[src/rtl/lc2k_mem_requester.sv]
// LC2K data-memory initiator: turns one CPU load/store command into a req/ack
// memory transaction with word-address bounds check, timeout and a done/err pulse.
module lc2k_mem_requester #(
  parameter int unsigned DATA_W  = 32,
  parameter int unsigned ADDR_W  = 6,
  parameter int unsigned TIMEOUT = 16
) (
  input  logic              clk,
  input  logic              rst_n,
  input  logic              cpu_start,
  input  logic              cpu_we,
  input  logic [DATA_W-1:0] cpu_addr,
  input  logic [DATA_W-1:0] cpu_wdata,
  output logic              cpu_busy,
  output logic              cpu_done,
  output logic              cpu_err,
  output logic [DATA_W-1:0] cpu_rdata,
  output logic              mem_req,
  output logic              mem_we,
  output logic [ADDR_W-1:0] mem_addr,
  output logic [DATA_W-1:0] mem_wdata,
  input  logic              mem_ack,
  input  logic [DATA_W-1:0] mem_rdata
);

  localparam int unsigned CNT_W = (TIMEOUT > 1) ? $clog2(TIMEOUT) : 1;

  typedef enum logic [1:0] {
    S_IDLE = 2'd0,
    S_REQ  = 2'd1,
    S_DONE = 2'd2,
    S_ERR  = 2'd3
  } state_t;

  state_t           state;
  logic [CNT_W-1:0] cnt;
  logic             addr_oob_c;

  // Any set bit above the implemented word-address range is out of bounds.
  assign addr_oob_c = |cpu_addr[DATA_W-1:ADDR_W];

  always_ff @(posedge clk or negedge rst_n) begin
    if (!rst_n) begin
      state     <= S_IDLE;
      cnt       <= '0;
      cpu_busy  <= 1'b0;
      cpu_done  <= 1'b0;
      cpu_err   <= 1'b0;
      cpu_rdata <= '0;
      mem_req   <= 1'b0;
      mem_we    <= 1'b0;
      mem_addr  <= '0;
      mem_wdata <= '0;
    end else begin
      case (state)
        S_IDLE: begin
          if (cpu_start) begin
            cpu_busy  <= 1'b1;
            cnt       <= '0;
            mem_addr  <= cpu_addr[ADDR_W-1:0];
            mem_wdata <= cpu_wdata;
            if (addr_oob_c) begin
              // Rejected without ever touching the memory side.
              cpu_done <= 1'b1;
              cpu_err  <= 1'b1;
              state    <= S_ERR;
            end else begin
              mem_req <= 1'b1;
              mem_we  <= cpu_we;
              state   <= S_REQ;
            end
          end
        end

        S_REQ: begin
          // Ack on the last allowed cycle is checked first so it beats the timeout.
          if (mem_ack) begin
            mem_req  <= 1'b0;
            mem_we   <= 1'b0;
            cpu_done <= 1'b1;
            cpu_err  <= 1'b0;
            if (!mem_we) begin
              cpu_rdata <= mem_rdata;
            end
            state <= S_DONE;
          end else if (cnt == CNT_W'(TIMEOUT - 1)) begin
            mem_req  <= 1'b0;
            mem_we   <= 1'b0;
            cpu_done <= 1'b1;
            cpu_err  <= 1'b1;
            state    <= S_ERR;
          end else begin
            cnt <= cnt + CNT_W'(1);
          end
        end

        S_DONE, S_ERR: begin
          cpu_done <= 1'b0;
          cpu_err  <= 1'b0;
          cpu_busy <= 1'b0;
          state    <= S_IDLE;
        end

        default: state <= S_IDLE;
      endcase
    end
  end

endmodule

[config.mk]
export PLATFORM = sky130hd
export DESIGN_NAME = lc2k_mem_requester
export DESIGN_NICKNAME = d
export VERILOG_FILES = /design/src/rtl/lc2k_mem_requester.sv
export SDC_FILE = /design/constraint.sdc
export NUM_CORES = 1
export LEC_CHECK = 0
export BUFFER_PORTS_ARGS = -buffer_cell sky130_fd_sc_hd__buf_4
export CAP_MARGIN = 20
export CORE_MARGIN = 2
export CORE_UTILIZATION = 44
export DETAILED_ROUTE_END_ITERATION = 6
export PLACE_DENSITY = 0.85
export RECOVER_POWER = 100
export SLEW_MARGIN = 20
export SYNTH_ARGS = -nofsm -noshare
export SYNTH_HDL_FRONTEND = slang
export SYNTH_SLANG_ARGS = --single-unit
[constraint.sdc]
create_clock -name clk -period 2.13 [get_ports clk]
set_input_delay 0.3195 -clock clk [delete_from_list [all_inputs] [get_ports clk]]
set_output_delay 0.3195 -clock clk [all_outputs]
set_load 0.005 [all_outputs]
-- Yosys cells after proc, flatten, opt, wreduce, memory -nomap -nowiden
Cells that the tools add are included.
- bitwise logic cells: 1
- add/subtract/negate cells: 1
- eq/ne operators: 10
- mux-type cells: 26
- reduce and logical (&&, ||, !) cells: 12
- operator list (cell ; number):
    $reduce_or 26->1 ; 1
    $mux 1 ; 12
    $mux 4 ; 3
    $ne 2x2->1 const B ; 5
    $mux 2 ; 4
    $pmux 4 s2 ; 1
    $reduce_and 4->1 ; 2
    $pmux 1 s2 ; 3
    $pmux 1 s3 ; 2
    $pmux 2 s3 ; 1
    $reduce_and 2->1 ; 3
    $reduce_and 3->1 ; 2
    $add 4x1->4 const B ; 1
    $eq 2x2->1 const B ; 2
    $eq 4x4->1 const B ; 1
    $reduce_bool 2->1 ; 2
    $ne 3x3->1 const B ; 1
    $eq 2x1->1 const B ; 1
    $logic_not 2->1 ; 1
    $reduce_or 2->1 ; 1
    $not 1->1 ; 1
- bits in registers: 81
- output and inout bits: 75

-- Logic depth before layout (Yosys ltp)
Gate-level depths: netlist of run 1.
- word-level depth: 4
- gate-level depth with buffers: 6

-- Worst setup path after synthesis of run 1
OpenSTA, ideal clock, no wires.
- kind: flip-flop to flip-flop
- start: register cnt[0]
- end: register mem_we
- clock period less this slack: 1.700 ns
- arrival time: 1.599 ns
- slack: 0.430 ns
- library setup time: 0.101 ns
- stages on the path, launching flop included: 6
- required time: 2.029 ns
- path through: dfrtp_1 ha_1 nand3_2 a211o_1 or3b_1 o311ai_2
- longest elaborated chain between the ends: 3
- RTL lines (what ; line ; text):
    start, declared ; 36 ; logic [CNT_W-1:0] cnt;
    start signal, assigned ; 93 ; cnt <= cnt + CNT_W'(1);
    $eq 4x4->1 ; 86 ; end else if (cnt == CNT_W'(TIMEOUT - 1)) begin
    $ne 3x3->1 (no source line) ; n/a ;
    $reduce_and 4->1 (no source line) ; n/a ;
    end signal, assigned ; 69 ; mem_we <= cpu_we;
    end, declared ; 19 ; output logic mem_we,
Every way passes these cells.
A chain may end at the register's enable or synchronous reset.

-- Final worst setup path of run 1
Ends and elaborated chain as after synthesis.

==> summary.txt, run 1 <==
Run status
  – Status: complete, no violations

CTS
  – CTS tree: yes
  – Postcts setup bufs: 0
  – Clock root cell: clkbuf_8
  – Clock sinks: 81
  – Clk_lat worst skew: 0.34 ns
  – H-tree lvl count: 3
  – Post_cts resized: 0
  – Max Root-Sink Buffers: 2
  – Clock-pin slew on the worst setup and hold paths: 0.07 ns
  – CTS Buf Count: 9
  – Cts hold-fix bufs: 1

STA
  – Final slew viol count: 0
  – Fmax: 533 MHz
  – Slew @ Worst Pin: 0.946 ns
  – Setup TNS: 0 ns
  – Max-slew headroom: 0.369
  – Unrepaired setup endpoints after global routing: no
  – Setup Skew: 0.00572 ns
  – Final-report setup violation count: 0
  – Final Cycle Share: 0.881
  – Hold Violations, Final: 0
  – Post-route minimum period: 1.88 ns
  – Tightest hold margin: 0.169 ns

Min path
  – Worst min path class: in2reg
  – Hold Path End: mem_wdata[24]$_DFFE_PN0P_
  – Hold path depth: 3
  – Hold Path Origin: cpu_wdata[24]

Synthesis
  – Avg Inst Size Synth: 10.9 um2
  – Top-area cell type share of the netlist area: 0.634
  – Cells after Synth: 292
  – Register area share after synthesis: 0.634
  – Synthesized Nets: 394
  – Top post-synthesis cells by area: dfrtp_1, nand2_1, mux2_2, nor4_1, buf_2
  – Leading area contributor after synthesis: dfrtp_1
  – Mapped Area: 3200 um2
  – Yosys warns: 0
  – Synth cell types: 30
  – #FFs+latches synth: 81

Drt
  – WL per Instance: 13.6 um
  – DRT Pass-1 Iters: 4
  – Initial drt markers: 58
  – Drt via density: 4.80
  – Drt total wl: 7850 um
  – Antenna Nets Post-Route: 0
  – Vias: 2,763
  – Drc violations: 0

Placed design
  – RD Place Congestion: 0.798
  – PortBufs: 175
  – Placed cell area: 4660 um2
  – HPWL Detailed: 6040 um

Setup path
  – Critical path launch point type: flip-flop
  – Worst EP arrival: 2.12 ns
  – Required @ worst endpoint: 2.37 ns
  – Crit Path Class: reg2reg
  – Crit end category: flip-flop
  – RR Startpoint: cnt[0]$_DFFE_PN0P_
  – R2r setup slk: 0.25 ns
  – Largest fanout on the critical path: 6
  – Reg-to-Reg End: mem_we$_DFFE_PN0P_
  – R2R depth: 5

Global route
  – Vias in the first global route: 2,660
  – GR Overflow Total: 0
  – Initial antenna violation count: 0
  – Total track usage: 0.197
  – Pin count of the biggest net entering global routing: 46
  – First-pass GRT wire length: 12,000 um

Final layout
  – ANT cells: 0
  – Synth-to-Final Area Change: 49.3%
  – Fin area: 4770 um2
  – Fraction of layout cells with a size suffix above 1: 0.451
  – Final nets: 574

Floorplan
  – IO Pins: 176
  – Initial Utilization: 0.448
  – Core ar.: 7140 um2
  – Row cnt: 31
  – Die Y: 89.2 um
  – Die area: 7960 um2
  – Die width: 89.2 um

Power
  – P_leak: 2.46 nW
  – Worst vdd ir: 505 uV
  – P per Cell Area: 1270 nW/um2
  – Power Total: 6.07 mW

Flow run
  – Number of max-cap violations: 0
-- cells in the final DEF (no fill, tap or decap), types with 4 or more instances in the layout --
cell,n
dfrtp_1,81
clkbuf_8,9
o21ai_0,4
nor4_1,6
inv_1,4
nand2_1,120
buf_4,101
nor2_1,5
clkbuf_1,17
clkbuf_4,60
mux2_2,32
-- per-layer routing --
metal / global-route usage / wire length, um / up-vias
li1: - / - / 1323
met1: 0.234 / 3100 / 1310
met2: 0.345 / 3950 / 119
met3: 0.0572 / 699 / 11
met4: 0.0597 / 109 / 0
met5: 0 / 0 / -
-- critical path: stages, from the launching register on --
cell,delay (ns)
dfrtp_1,0.38
ha_1,0.20
nand3_1,0.19
a211o_1,0.40
or3b_1,0.40
o311ai_2,0.21
-- stage by stage --
stage	setup WS (ns)	instances	utilization
5_1_grt	0.129	576	0.669
2_1_floorplan	0.430	292	-
3_5_place_dp	0.316	559	0.653
4_1_cts	0.301	576	0.681
3_3_place_gp	0.378	559	0.653
6_report	0.253	576	0.669
-- logic make-up after synthesis --
group | share of synthesized area
AOI/OAI and AO/OA | 0.0344
xor gates and xnor gates | 0.00274
adders and majority gates | 0.00391
buffers and inverters | 0.0223
DFF | 0.634
muxes | 0.113
and+or+nand+nor | 0.190
-- worst max path at each step --
stage,cells after the start,endpoint,start,slack [ns]
2_1_floorplan,5,mem_we$_DFFE_PN0P_,cnt[0]$_DFFE_PN0P_,0.43
3_3_place_gp,5,mem_we$_DFFE_PN0P_,cnt[0]$_DFFE_PN0P_,0.38
3_5_place_dp,5,mem_we$_DFFE_PN0P_,cnt[0]$_DFFE_PN0P_,0.32
4_1_cts,5,mem_we$_DFFE_PN0P_,cnt[0]$_DFFE_PN0P_,0.30
5_1_grt,5,mem_we$_DFFE_PN0P_,cnt[0]$_DFFE_PN0P_,0.13
6_report,5,mem_we$_DFFE_PN0P_,cnt[0]$_DFFE_PN0P_,0.25
-- state kept, by name, summed over array words and instances, names as in the netlist --
signal,count
cnt,4
cpu_done,1
cpu_rdata,32
cpu_err,1
mem_we,1
mem_wdata,32
state,2
mem_addr,6
cpu_busy,1
mem_req,1
-- report_power, final --
part | internal [mW] | switching [mW]
combinational | 1.31 | 1.03
sequential | 2.26 | 0.401
clock | 0.541 | 0.526
total | 4.11 | 1.96
-- cell type report --
type	count	area [um2]
tap	99	124
clock inverter	5	56.3
fill	615	2360
sequential	81	2030
clock buffer	11	131
multi-input combinational	194	1100
timing repair buffer	182	1310
inverter	4	15.0
-- cell usage after synthesis (all sizes together) --
| library cell | number |
|---|---|
| and3 | 1 |
| inv | 4 |
| nor3b | 3 |
| nand3 | 3 |
| a221oi | 2 |
| o21ai | 4 |
| dfrtp | 81 |
| nor2 | 5 |
| nor4 | 6 |
| a211o | 1 |
| or3b | 2 |
| a32o | 1 |
| nand2 | 120 |
| a21oi | 3 |
| buf | 6 |
| o311ai | 1 |
| o22ai | 1 |
| nand2b | 1 |
| o31ai | 1 |
| xor2 | 1 |
| clkbuf | 7 |
| nand4 | 1 |
| mux2 | 32 |
| nor3 | 2 |
| nor2b | 1 |
| ha | 1 |
| a2bb2oi | 1 |
(Power assumes the default switching activity.)
==> run 2, diff against run 1 <==
--- a/config.mk
+++ b/config.mk
@@ -5,6 +5,7 @@
 export SDC_FILE = /design/constraint.sdc
 export NUM_CORES = 1
 export LEC_CHECK = 0
+export ABC_CLOCK_PERIOD_IN_PS = 2130
 export BUFFER_PORTS_ARGS = -buffer_cell sky130_fd_sc_hd__buf_4
 export CAP_MARGIN = 20
 export CORE_MARGIN = 2
==> constraint.sdc (replaced) <==
create_clock -name clk -period 2.13 [get_ports clk]
set_input_delay 0.3195 -clock clk [delete_from_list [all_inputs] [get_ports clk]]
set_output_delay 0.3195 -clock clk [all_outputs]
set_load 0.01 [all_outputs]
==> run 2 against run 1 <==
Effect of this change:
- final cell count did not move
- largest power group unchanged
- global-route usage did not move
- critical endpoint unchanged
- largest cell class unchanged
- sequential power barely moved
- clock power barely moved
==> summary.txt, run 2 (synthesized netlist as in run 1, its figures left out) <==
Run status
  – Status: complete, no violations

CTS
  – H-tree lvl count: 3 (unchanged)
  – Clock-pin slew on the worst setup and hold paths: 0.08 ns (about the same)
  – CTS tree: yes
  – Clk_lat worst skew: 0.34 ns (about the same)
  – Max Root-Sink Buffers: 2 (unchanged)
  – Postcts setup bufs: 0 (unchanged)
  – CTS Buf Count: 9 (unchanged)
  – Clock root cell: clkbuf_8
  – Clock sinks: 81 (unchanged)

Final layout
  – Top flop regs: cpu_rdata (32), mem_wdata (32), mem_addr (6)
  – Area of the multi-input gates: 1100 um2 (unchanged)
  – Fraction of layout cells with a size suffix above 1: 0.327 (-0.124)
  – Fillers: 688 (+12%)
  – Most frequent cells in the layout: nand2_1, buf_4, dfrtp_1
  – Synth-to-Final Area Change: 42.3%
  – ANT cells: 0 (unchanged)
  – FF/Latch Area: 2030 um2 (unchanged)
  – Commonest non-fill, non-tap cell in the layout: nand2_1
  – Final nets: 574 (unchanged)

Power
  – Power Internal: 3.76 mW (-8.7%)
  – Power Total: 5.99 mW (-1.4%)
  – P_leak: 2.25 nW (-8.4%)
  – Switching Share: 0.373 (+0.0503)
  – Worst vdd ir: 494 uV (-2.3%)
  – Net Sw Power: 2.23 mW (+14%)
  – P per Cell Area: 1320 nW/um2 (+3.4%)
  – Clock power share: 0.178 (+0.002)
  – Combinational share of power: 0.378 (-0.008)
  – Flop pwr share: 0.444 (+0.006)

STA
  – Unrepaired setup endpoints after global routing: no
  – Tightest hold margin: 0.168 ns (-0.00127 ns)
  – Setup Skew: 0.00678 ns (+0.00106 ns)
  – Hold Violations, Final: 0 (unchanged)
  – Final Cycle Share: 0.884 (+0.00236)
  – Slew @ Worst Pin: 0.946 ns (-0.0000614 ns)
  – Final-report setup violation count: 0 (unchanged)
  – Setup TNS: 0 ns (unchanged)
  – Max-slew headroom: 0.369 (about the same)
  – Post-route minimum period: 1.88 ns (+0.00503 ns)
  – Fmax: 531 MHz (-0.27%)
  – Final slew viol count: 0 (unchanged)

Placed design
  – PortBufs: 175 (unchanged)
  – HPWL Detailed: 6040 um (unchanged)
  – RD Place Congestion: 0.798 (unchanged)

Min path
  – Worst min path class: in2reg
  – Hold path depth: 3 (unchanged)

Global route
  – Pin count of the biggest net entering global routing: 46 (unchanged)
  – First-pass GRT wire length: 12,000 um (unchanged)
  – Total track usage: 0.197 (unchanged)
  – GR Overflow Total: 0 (unchanged)
  – Initial antenna violation count: 0 (unchanged)
  – Vias in the first global route: 2,660 (unchanged)

Setup path
  – Required @ worst endpoint: 2.37 ns (about the same)
  – Worst path buffer plus inverter count: 0 (unchanged)
  – Slowest stage delay, CP: 0.40 ns (about the same)
  – R2R depth: 5 (unchanged)
  – Crit Path Class: reg2reg
  – Slowest CP cell: a211o_1
  – Largest fanout on the critical path: 6 (unchanged)
  – CP cell instances: ha_1 > nand3_1 > a211o_1 > or3b_1 > o311ai_2
  – CP delay by family, top: compound AO/OA/AOI/OAI gates
  – Worst EP arrival: 2.12 ns (about the same)
  – Critical path launch point type: flip-flop
  – Critical Path Stages: 5 (unchanged)
  – Crit end category: flip-flop

Drt
  – Antenna Nets Post-Route: 0 (unchanged)
  – Vias: 2,759 (-0.14%)
  – Initial drt markers: 68 (+17%)
  – DRT Pass-1 Iters: 5 (+1)
  – WL per Instance: 13.8 um (+0.90%)
  – Drt total wl: 7920 um (+0.90%)
  – Drt via density: 4.79 (-0.14%)
  – Drc violations: 0 (unchanged)

Floorplan
  – Initial Utilization: 0.448 (unchanged)
  – IO Pins: 176 (unchanged)
  – Die area: 7960 um2 (unchanged)
  – Core ar.: 7140 um2 (unchanged)
  – Die width: 89.2 um (unchanged)
  – Die Y: 89.2 um (unchanged)
  – Row cnt: 31 (unchanged)

Flow run
  – Number of max-cap violations: 0 (unchanged)
run 2: cell count changes in the layout (fill, tap and decap cells not counted):
cell      before  now
clkbuf_4      60    1
buf_1          1    0
clkbuf_1      17   77
run 2: power by group through the flow:
stage	logic, mW	clock network (mW)	registers (mW)
2_1_floorplan	1.02	0	2.97
3_3_place_gp	2.76	0	2.68
3_5_place_dp	2.86	0	2.71
4_1_cts	2.86	1.11	2.69
5_1_grt	2.52	1.17	2.76
6_report	2.26	1.07	2.66
run 2: per-stage QoR:
stage	cell area [um2]	instances	util	worst slack, ns
final	4550	576	0.638	0.248
after floorplan	3200	292	-	0.430
after global placement	4660	559	0.653	0.378
after global routing	4550	576	0.638	0.129
after CTS	4860	576	0.681	0.301
after detailed placement	4660	559	0.653	0.316
run 2: final timing paths:
path,slack [ns],from,end
max,0.25,cnt[0]$_DFFE_PN0P_,mem_we$_DFFE_PN0P_
min,0.17,cpu_wdata[2],mem_wdata[2]$_DFFE_PN0P_
max reg2reg,0.25,cnt[0]$_DFFE_PN0P_,mem_we$_DFFE_PN0P_
min reg2reg,0.48,mem_wdata[0]$_DFFE_PN0P_,mem_wdata[0]$_DFFE_PN0P_
max in group asynchronous,0.72,rst_n,cpu_rdata[12]$_DFFE_PN0P_
min in group asynchronous,0.66,rst_n,mem_wdata[7]$_DFFE_PN0P_
run 2: layer usage:
layer | wire, um | share of wire | global-route usage
met4 | 110 | 0.014 | 0.0597
met3 | 711 | 0.090 | 0.0572
met2 | 3960 | 0.50 | 0.345
met1 | 3150 | 0.40 | 0.234
met5 | 0 | 0 | 0
run 2: what timing repair did:
action / 4_1_cts / 5_1_grt
hold buffers: 1 / 0
endpoints found under the setup margin: 0 / 0
hold endpoints to repair: 36 / 0
gates resized for setup: 0 / 0
run 2: final cells by class:
type,count,share of cell area
tap,99,0.0272
clock buffer,11,0.0289
inverter,4,0.00330
sequential,81,0.445
clock inverter,5,0.0124
multi-input combinational,194,0.243
timing repair buffer,182,0.240
run 2: worst register-to-register path: stages, from the launching register on:
cell	delay [ns]
dfrtp_1	0.38
ha_1	0.20
nand3_1	0.20
a211o_1	0.40
or3b_1	0.40
o311ai_2	0.21
